===== config.mk =====
export PLATFORM = sky130hd
export DESIGN_NAME = load_store_unit
export DESIGN_NICKNAME = d
export VERILOG_FILES = /design/src/rtl/lsu_pkg.sv /design/src/rtl/lsu_align.sv /design/src/rtl/load_store_unit.sv
export SDC_FILE = /design/constraint.sdc
export NUM_CORES = 1
export LEC_CHECK = 0
export BUFFER_PORTS_ARGS = -buffer_cell sky130_fd_sc_hd__buf_2
export CAP_MARGIN = 20
export CORE_AREA = 2 2 120 122
export DETAILED_ROUTE_END_ITERATION = 7
export DIE_AREA = 0 0 122 124
export PLACE_DENSITY = 0.7
export SKIP_CTS_REPAIR_TIMING = 1
export SYNTH_ARGS = -nofsm -noshare
export SYNTH_HDL_FRONTEND = slang
export SYNTH_SLANG_ARGS = --single-unit

===== constraint.sdc =====
create_clock -name clk -period 1.95 [get_ports clk]
set_input_delay 0.39 -clock clk [delete_from_list [all_inputs] [get_ports clk]]
set_output_delay 0.39 -clock clk [all_outputs]
set_load 0.02 [all_outputs]

===== src/rtl/lsu_pkg.sv =====
// Load/store unit shared definitions.
// Access encodings, FSM states, lane masks and legality check.
package lsu_pkg;

  localparam logic [2:0] F3_B  = 3'b000;
  localparam logic [2:0] F3_H  = 3'b001;
  localparam logic [2:0] F3_W  = 3'b010;
  localparam logic [2:0] F3_BU = 3'b100;
  localparam logic [2:0] F3_HU = 3'b101;

  localparam logic [3:0] BE_NONE = 4'b0000;
  localparam logic [3:0] BE_LO   = 4'b0011;
  localparam logic [3:0] BE_HI   = 4'b1100;
  localparam logic [3:0] BE_ALL  = 4'b1111;

  localparam int DEF_TIMEOUT = 16;

  typedef enum logic [1:0] {
    S_IDLE,
    S_REQ,
    S_DONE
  } lsu_state_t;

  function automatic logic access_legal(
    input logic       rd,
    input logic       wr,
    input logic [2:0] f3,
    input logic [1:0] off
  );
    logic ok;
    ok = 1'b0;
    if (rd ^ wr) begin
      case (f3)
        F3_B:    ok = 1'b1;
        F3_BU:   ok = rd;
        F3_H:    ok = ~off[0];
        F3_HU:   ok = rd & ~off[0];
        F3_W:    ok = (off == 2'b00);
        default: ok = 1'b0;
      endcase
    end
    return ok;
  endfunction

endpackage


===== src/rtl/lsu_align.sv =====
// Lane steering for the load/store unit.
// Store replication and byte enables, load lane pick and extension.
module lsu_align
  import lsu_pkg::*;
(
  input  logic        we_i,
  input  logic [2:0]  st_f3_i,
  input  logic [1:0]  st_off_i,
  input  logic [31:0] wdata_i,
  output logic [3:0]  be_o,
  output logic [31:0] wdata_o,
  input  logic [2:0]  ld_f3_i,
  input  logic [1:0]  ld_off_i,
  input  logic [31:0] rdata_i,
  output logic [31:0] rdata_o
);

  logic [31:0] shifted;
  logic [7:0]  b;
  logic [15:0] h;

  always_comb begin
    be_o    = BE_NONE;
    wdata_o = wdata_i;
    if (we_i) begin
      unique case (1'b1)
        st_f3_i == F3_B: begin
          be_o    = 4'b0001 << st_off_i;
          wdata_o = {4{wdata_i[7:0]}};
        end
        st_f3_i == F3_H: begin
          be_o    = st_off_i[1] ? BE_HI : BE_LO;
          wdata_o = {2{wdata_i[15:0]}};
        end
        default: be_o = BE_ALL;
      endcase
    end
  end

  assign shifted = rdata_i >> {ld_off_i, 3'b000};
  assign b       = shifted[7:0];
  assign h       = ld_off_i[1] ? rdata_i[31:16] : rdata_i[15:0];

  always_comb begin
    rdata_o = rdata_i;
    unique case (1'b1)
      ld_f3_i == F3_B:  rdata_o = {{24{b[7]}}, b};
      ld_f3_i == F3_BU: rdata_o = {24'b0, b};
      ld_f3_i == F3_H:  rdata_o = {{16{h[15]}}, h};
      ld_f3_i == F3_HU: rdata_o = {16'b0, h};
      default:          rdata_o = rdata_i;
    endcase
  end

endmodule


===== src/rtl/load_store_unit.sv =====
// MEM-stage load/store unit: one outstanding word access,
// stalls the pipeline until ack, faults on illegal or timed-out access.
module load_store_unit
  import lsu_pkg::*;
#(
  parameter int N       = 32,
  parameter int M       = 32,
  parameter int TIMEOUT = DEF_TIMEOUT
) (
  input  logic         clk,
  input  logic         reset_n,
  input  logic         mem_read,
  input  logic         mem_write,
  input  logic [2:0]   funct3,
  input  logic [N-1:0] adr,
  input  logic [M-1:0] wdata,
  output logic [M-1:0] rdata,
  output logic         stall,
  output logic         fault,
  output logic         mem_req,
  output logic         mem_we,
  output logic [N-1:0] mem_adr,
  output logic [3:0]   mem_be,
  output logic [M-1:0] mem_wdata,
  input  logic [M-1:0] mem_rdata,
  input  logic         mem_ack
);

  localparam int CW = $clog2(TIMEOUT + 1);

  lsu_state_t  state_q;
  logic        req_q;
  logic        we_q;
  logic        fault_q;
  logic [2:0]  f3_q;
  logic [1:0]  off_q;
  logic [N-1:0] adr_q;
  logic [3:0]  be_q;
  logic [M-1:0] wdata_q;
  logic [M-1:0] rdata_q;
  logic [CW-1:0] cnt_q;

  logic        idle;
  logic        legal;
  logic        start;
  logic [3:0]  st_be;
  logic [M-1:0] st_wdata;
  logic [M-1:0] ld_data;

  assign idle  = (state_q == S_IDLE);
  assign legal = access_legal(mem_read, mem_write, funct3, adr[1:0]);
  // A timeout fault cycle lets the pipeline advance before retrying.
  assign start = idle & legal & ~fault_q;

  assign stall = reset_n & (start | (state_q == S_REQ));
  assign fault = reset_n &
                 (fault_q | (idle & (mem_read | mem_write) & ~legal));

  lsu_align u_align (
    .we_i     (mem_write),
    .st_f3_i  (funct3),
    .st_off_i (adr[1:0]),
    .wdata_i  (wdata),
    .be_o     (st_be),
    .wdata_o  (st_wdata),
    .ld_f3_i  (f3_q),
    .ld_off_i (off_q),
    .rdata_i  (mem_rdata),
    .rdata_o  (ld_data)
  );

  always_ff @(posedge clk or negedge reset_n) begin
    if (!reset_n) begin
      state_q <= S_IDLE;
      req_q   <= 1'b0;
      we_q    <= 1'b0;
      fault_q <= 1'b0;
      f3_q    <= 3'b0;
      off_q   <= 2'b0;
      adr_q   <= '0;
      be_q    <= BE_NONE;
      wdata_q <= '0;
      rdata_q <= '0;
      cnt_q   <= '0;
    end else begin
      fault_q <= 1'b0;
      unique case (state_q)
        S_IDLE: begin
          if (start) begin
            state_q <= S_REQ;
            req_q   <= 1'b1;
            we_q    <= mem_write;
            f3_q    <= funct3;
            off_q   <= adr[1:0];
            adr_q   <= adr >> 2;
            be_q    <= st_be;
            wdata_q <= st_wdata;
            cnt_q   <= '0;
          end
        end
        S_REQ: begin
          if (mem_ack) begin
            state_q <= S_DONE;
            req_q   <= 1'b0;
            if (!we_q) rdata_q <= ld_data;
          end else if (cnt_q == CW'(TIMEOUT - 1)) begin
            state_q <= S_IDLE;
            req_q   <= 1'b0;
            fault_q <= 1'b1;
            cnt_q   <= '0;
          end else begin
            cnt_q <= cnt_q + CW'(1);
          end
        end
        S_DONE:  state_q <= S_IDLE;
        default: state_q <= S_IDLE;
      endcase
    end
  end

  assign mem_req   = req_q;
  assign mem_we    = we_q;
  assign mem_adr   = adr_q;
  assign mem_be    = be_q;
  assign mem_wdata = wdata_q;
  assign rdata     = rdata_q;

endmodule


# Word-level counts from Yosys, hierarchy flattened
# Cells that the tools add are included.
[word_totals] ff_bits=113 output_inout_bits=104
[op_classes] shift=2 n_mux=24 n_addsub=1 bitwise=15 n_reduce_logical=10 n_eq_ne=12
[ops] operator="$pmux 32 s4" n=1
[ops] operator="$pmux 32 s2" n=1
[ops] operator="$mux 32" n=1
[ops] operator="$shr 32x5->8" n=1
[ops] operator="$mux 16" n=1
[ops] operator="$mux 5" n=3
[ops] operator="$eq 3x3->1 const B" n=4
[ops] operator="$pmux 5 s2" n=1
[ops] operator="$reduce_and 3->1" n=3
[ops] operator="$mux 4" n=2
[ops] operator="$pmux 4 s2" n=1
[ops] operator="$and 1x1->1" n=7
[ops] operator="$mux 1" n=7
[ops] operator="$eq 3x1->1 const B" n=2
[ops] operator="$logic_not 3->1" n=2
[ops] operator="$mux 2" n=3
[ops] operator="$add 5x1->5 const B" n=1
[ops] operator="$eq 5x4->1 const B" n=1
[ops] operator="$pmux 1 s5" n=1
[ops] operator="$logic_not 2->1" n=2
[ops] operator="$not 1->1" n=4
[ops] operator="$pmux 2 s2" n=1
[ops] operator="$reduce_and 2->1" n=2
[ops] operator="$shl 1x2->4 const A" n=1
[ops] operator="9 further kinds" n=11

# Longest topological paths before layout
[depth] depth_word=8 mapped_depth=7 mapped_depth_nobuf=5

# By module
# From an unflattened synthesis, not the netlist that was laid out.
[hier_totals] hier_cells=458 hier_area_um2=5726.7
[by_module_without_submodules] module="load_store_unit" cells_per_inst=275 instances=1 area_per_inst_um2=4399.2 seq_area_each_um2=2827.7
[by_module_without_submodules] module="lsu_align" cells_per_inst=183 instances=1 area_per_inst_um2=1327.5 seq_area_each_um2=0.0

# Least setup slack after synthesis
# Ideal clock, no wire load.
[synth_timing] path_type="input to register" from="input funct3[0]" to="register f3_q[0]" t_required_ns=1.822 arrival_time_ns=1.815 setup_ns=0.128 path_slack_ns=0.007 cell_stages=7 cell_sequence="clkbuf_1 > nor4_1 > a31oi_1 > nor3_2 > buf_4 > buf_6 > mux2_1"
[synth_between] elab_chain_cells=6
[synth_rtl] element="start, declared" line="load_store_unit.sv:14" rtl="input logic [2:0] funct3,"
[synth_rtl] element="$eq 3x2->1, or another cell as far along" line="lsu_pkg.sv:33" rtl="case (f3)"
[synth_rtl] element="$pmux 1 s5" line="lsu_pkg.sv:33"
[synth_rtl] element="$mux 1" line="lsu_pkg.sv:32" rtl="if (rd ^ wr) begin"
[synth_rtl] element="$and 1x1->1 (2 in series)" line="load_store_unit.sv:53" rtl="assign start = idle & legal & ~fault_q;"
[synth_rtl] element="$reduce_and 2->1 (no source line)"
[synth_rtl] element="end signal, assigned" line="load_store_unit.sv:93" rtl="f3_q <= funct3;"
[synth_rtl] element="end, declared" line="load_store_unit.sv:35" rtl="logic [2:0] f3_q;"
# Several ways; a longest one is shown, not always the timed one.
# A chain may end at the register's enable or synchronous reset.

# Worst setup path in the final report
[layout_timing] from="register state_q[1]" to="register adr_q[0] (netlist: mem_adr[0])"
[layout_between] elab_chain_cells=4
[layout_rtl] element="start, declared" line="load_store_unit.sv:31" rtl="lsu_state_t state_q;"
[layout_rtl] element="start signal, assigned" line="load_store_unit.sv:74" rtl="state_q <= S_IDLE;"
[layout_rtl] element="start signal, assigned" line="load_store_unit.sv:90" rtl="state_q <= S_REQ;"
[layout_rtl] element="start signal, assigned" line="load_store_unit.sv:103" rtl="state_q <= S_DONE;"
[layout_rtl] element="$logic_not 2->1 *" line="load_store_unit.sv:50, load_store_unit.sv:87"
[layout_rtl] element="$and 1x1->1 (2 in series)" line="load_store_unit.sv:53"
[layout_rtl] element="$reduce_and 2->1 (no source line) *"
[layout_rtl] element="end signal, assigned" line="load_store_unit.sv:95" rtl="adr_q <= adr >> 2;"
[layout_rtl] element="end, declared" line="load_store_unit.sv:37" rtl="logic [N-1:0] adr_q;"
# Mark *: on every way between the ends. The rest lies on a longest branch, timed or not.

==> results.txt <==
The floorplan die area came out at 15100 um^2. The DRC marker count from the first detailed-route iteration is roughly 240. The worst setup path is launched from a flip-flop.

The root buffer cell chosen for the clock tree is sky130_fd_sc_hd__clkbuf_16. STA classifies the critical path endpoint as a flip-flop. The H-tree depth is 4. The share of total power dissipated in combinational logic is 0.364. The share of the cycle needed by the critical path after routing is 1.01. The remaining global-route overflow came out at 0. The insertion delay to the later sink of the worst-skew pair is ~400 ps. The standard-cell row count came out at 43. The final non-filler cell area is approximately 7500 um^2. The area of the core is approximately 14000 um^2.

The total inserted antenna cells is 0. The number of hold violations in the final report came out at 0. The gate count after technology mapping came out at 485. The chip width is about 120 um. The total of warnings raised by yosys came out at 0.

The classification of the worst-slack hold path is in -> async. The maximum operating frequency is just over 0.5 GHz. At the worst endpoint, the arrival time is 2260 ps. The async set-or-reset flop fraction in the synthesized netlist is 1.00. The congestion estimate from routability-driven global placement came to 0.838. The reported leakage power came out at roughly 3.6 nW. The worst-case headroom to the max-slew limit came out at 0.421. The sequential cell fraction of total power came out at 0.337.

At the placement stage, the worst setup path has a slack of -152 ps. Counting distinct cell types in the post-synthesis netlist gives 42. In the final routed layout, each cell accounts on average for ~16 um. The via count of the first global-routing pass was between 4000 and 5000. Once placement finished, the instance area stood at ~6800 um^2.

The flop-to-flop setup slack is -20 ps. The minimum setup slack in the final design is -18.2 ps. The sink count of the clock tree came out at 113. Pin placement for this block handled about 210 I/O pins. For the pin with the worst max-slew slack, the measured transition is 869 ps. The highest fanout seen on the critical path came out at 12. The leading area contributor after synthesis is sky130_fd_sc_hd__dfrtp_1.

The layout overhead on the synthesized area came out at 39.2%. The sum of internal, switching and leakage power is between 10 and 15 mW. TritonCTS built the clock tree. The number of max-slew violations in the final report came out at 0.

After synthesis the netlist holds a flip-flop and latch count of approximately 110. The number of I/O port buffers came out at 205. Setup violations remaining at the end of the flow were counted as 8. For this configuration, the core starts out at a cell density of 0.392.

Max-cap violations in this run came to 0. Setup repair after global routing could not meet its margin everywhere. The routed via count came out at between 4000 and 5000. The area fraction in and, or, nand and nor cells after synthesis came out at 0.104. The share of synthesized cell area in full adder, half adder and majority cells is 0.00465.

The number of design rule violations left after detail routing came out at 0. Of the total synthesized cell area, the portion taken by XOR and XNOR cells is 0. The data required time at the worst endpoint is approximately 2200 ps. The portion of synthesized cell area occupied by the leading cell type is 0.525. The wire length of the first global-routing pass came out at around 23 mm.

The sequential cell area came out at roughly 2800 um^2. The maximum buffer depth of the clock tree is 2. The utilization after layout came out at 0.546.

The initial antenna violation count is 2. The checks that failed: setup timing. The die is approximately 120 um tall. The HPWL after detailed placement came out at between 10 and 15 mm. The combined global-route utilization of all metal layers is 0.194. The fraction of layout cells with a size suffix above 1 is 0.498. The worst setup path is of the reg -> reg kind. The clock skew came out at between 7 and 8 ps.

The portion of the post-synthesis area used by sequential elements is 0.525. The most frequently used flop master after synthesis is sky130_fd_sc_hd__dfrtp_1. The fraction of synthesized area in multiplexers came out at 0.229. The endpoint identified for the worst register-to-register timing path is mem_adr[0]. The switching power share of the total is 0.358. The net count of the finished layout came out at between 800 and 900.

Summing all multi-input logic gate instances after layout gives around 2400 um^2. The synthesized area is approximately 5400 um^2. The depth of the most critical reg-to-reg path is 5.

The average instance in the mapped netlist occupies ~11 um^2. Internal power comes to between 7 and 8 mW. Once detail routing completed, the nets flagged for antenna violations numbered 0. The areal power density over the cells came out at 1540 nW/um^2. The first detailed-routing pass took 6 iterations. The number of fill cells came out at ~1200. The most frequent cell after synthesis is sky130_fd_sc_hd__dfrtp_1. The largest family of logic cells by synthesized area is multiplexers. Using the TritonRoute via totals, the vias-per-cell ratio works out to 5.09. After clock tree synthesis, the clock-pin slew on the worst setup and hold paths is 50 ps.

The maximum number of pins on one net before global-route repair came out at between 60 and 70. The clock share of power came out at 0.299. The number of clock buffers added by TritonCTS is 17. The flow ran to the end, but the final reports show violations.

The startpoint identified for the worst register-to-register timing path is state_q[1]. The worst-case IR drop observed on VDD is 0.610 mV. The number of flops mapped to enable cells by yosys is 0. The post-route minimum period is 1970 ps. In the synthesized netlist, the cells that appear most often are sky130_fd_sc_hd__dfrtp_1 (113), sky130_fd_sc_hd__mux2_2 (82), sky130_fd_sc_hd__nand2_1 (45), sky130_fd_sc_hd__a21oi_1 (37), sky130_fd_sc_hd__nor2_1 (31). By area the synthesized netlist is led by sky130_fd_sc_hd__dfrtp_1 (53%), sky130_fd_sc_hd__mux2_2 (17%), sky130_fd_sc_hd__mux2i_1 (4.1%). The compound-gate portion of the synthesized area is 0.0950. The detailed-route wire length came out at between 10 and 15 mm.

The net switching power is between 4 and 5 mW.
## cell families after synthesis
logic type,count (synthesis)
and+or+nand+nor,117
DFF,113
adders and majority gates,2
AOI/OAI and AO/OA,90
buffers and inverters,51
muxes,111
other,1
## layout make-up
type,instances,area share
clock inverters,10,0.0239
clock buffers,22,0.0646
inverters,19,0.00951
flip-flops and latches,113,0.377
repair buffers,235,0.176
well taps,180,0.0300
multi-input cells,322,0.319
## cell usage in the layout (no fill, tap or decap), types with 2 or more instances in the layout
cell,netlist,final
sky130_fd_sc_hd__and2_1,2,2
sky130_fd_sc_hd__buf_6,1,2
sky130_fd_sc_hd__buf_12,0,4
sky130_fd_sc_hd__nor3_2,1,2
sky130_fd_sc_hd__conb_1,1,2
sky130_fd_sc_hd__clkinv_2,0,4
sky130_fd_sc_hd__clkbuf_8,0,4
sky130_fd_sc_hd__nand3_1,6,6
sky130_fd_sc_hd__o21ai_0,27,26
sky130_fd_sc_hd__nand3b_1,5,5
sky130_fd_sc_hd__a32oi_1,2,2
sky130_fd_sc_hd__buf_4,4,27
sky130_fd_sc_hd__or3_1,2,2
sky130_fd_sc_hd__dfrtp_1,113,113
sky130_fd_sc_hd__nor2b_1,3,3
sky130_fd_sc_hd__a21o_1,5,5
sky130_fd_sc_hd__inv_1,19,19
sky130_fd_sc_hd__nand2_1,45,45
sky130_fd_sc_hd__buf_2,8,202
sky130_fd_sc_hd__a221oi_1,3,3
sky130_fd_sc_hd__a21oi_1,37,37
sky130_fd_sc_hd__mux2i_1,22,22
sky130_fd_sc_hd__ha_1,2,2
sky130_fd_sc_hd__mux2_2,82,82
sky130_fd_sc_hd__o22ai_1,6,6
sky130_fd_sc_hd__mux2_1,6,5
sky130_fd_sc_hd__a31oi_1,4,3
sky130_fd_sc_hd__clkbuf_16,0,17
sky130_fd_sc_hd__nor3_1,6,4
sky130_fd_sc_hd__nor2_1,31,31
sky130_fd_sc_hd__nand2b_1,8,8
sky130_fd_sc_hd__o21bai_1,2,2
sky130_fd_sc_hd__bufinv_16,0,5
## per-stage QoR
stage	setup TNS (ps)	hold WS, ps	cells
2_1_floorplan	0	94.4	486
3_5_place_dp	-7710	475	867
6_report	-46.0	111	901
5_1_grt	-2570	156	901
3_3_place_gp	-7140	466	867
4_1_cts	-228	120	899
## sequential cells by signal, summed over array words and instances, names as in the netlist
name / count
cnt_q: 5
state_q: 2
f3_q: 3
mem_we: 1
rdata: 32
fault_q: 1
mem_wdata: 32
off_q: 2
mem_req: 1
mem_be: 4
mem_adr: 30
## worst max-delay path by stage
stage	start	to	slack, ps	cells past startpoint
after global routing	state_q[1]	fault	-70	5
final	state_q[1]	mem_adr[0]	-20	5
after global placement	funct3[2]	mem_adr[22]	-120	6
after CTS	state_q[1]	fault	-180	5
after detailed placement	funct3[2]	mem_adr[0]	-150	6
after floorplan	funct3[0]	f3_q[0]	7	7
## layer usage
layer  vias up  GRT usage  wire length [um]
met5         -          0                17
met1      2240      0.234              5910
li1       2145          -                 -
met3        26     0.0733              1150
met4         4     0.0682               251
met2       167      0.318              7200
## worst max-delay path, stage by stage, from the launching register on
cell,delay [ps]
sky130_fd_sc_hd__dfrtp_1,400
sky130_fd_sc_hd__buf_4,150
sky130_fd_sc_hd__or3_1,390
sky130_fd_sc_hd__nor3_4,280
sky130_fd_sc_hd__buf_4,270
sky130_fd_sc_hd__mux2_2,360
## power by group through the flow
stage	logic [mW]	registers [mW]	clock network, mW
6_report	4.19	3.88	3.44
5_1_grt	4.53	4.02	3.64
4_1_cts	4.20	3.89	3.51
3_5_place_dp	4.18	3.92	0
3_3_place_gp	4.08	3.85	0
2_1_floorplan	1.54	4.94	0
Note: power is estimated with default switching activity, not from simulation.
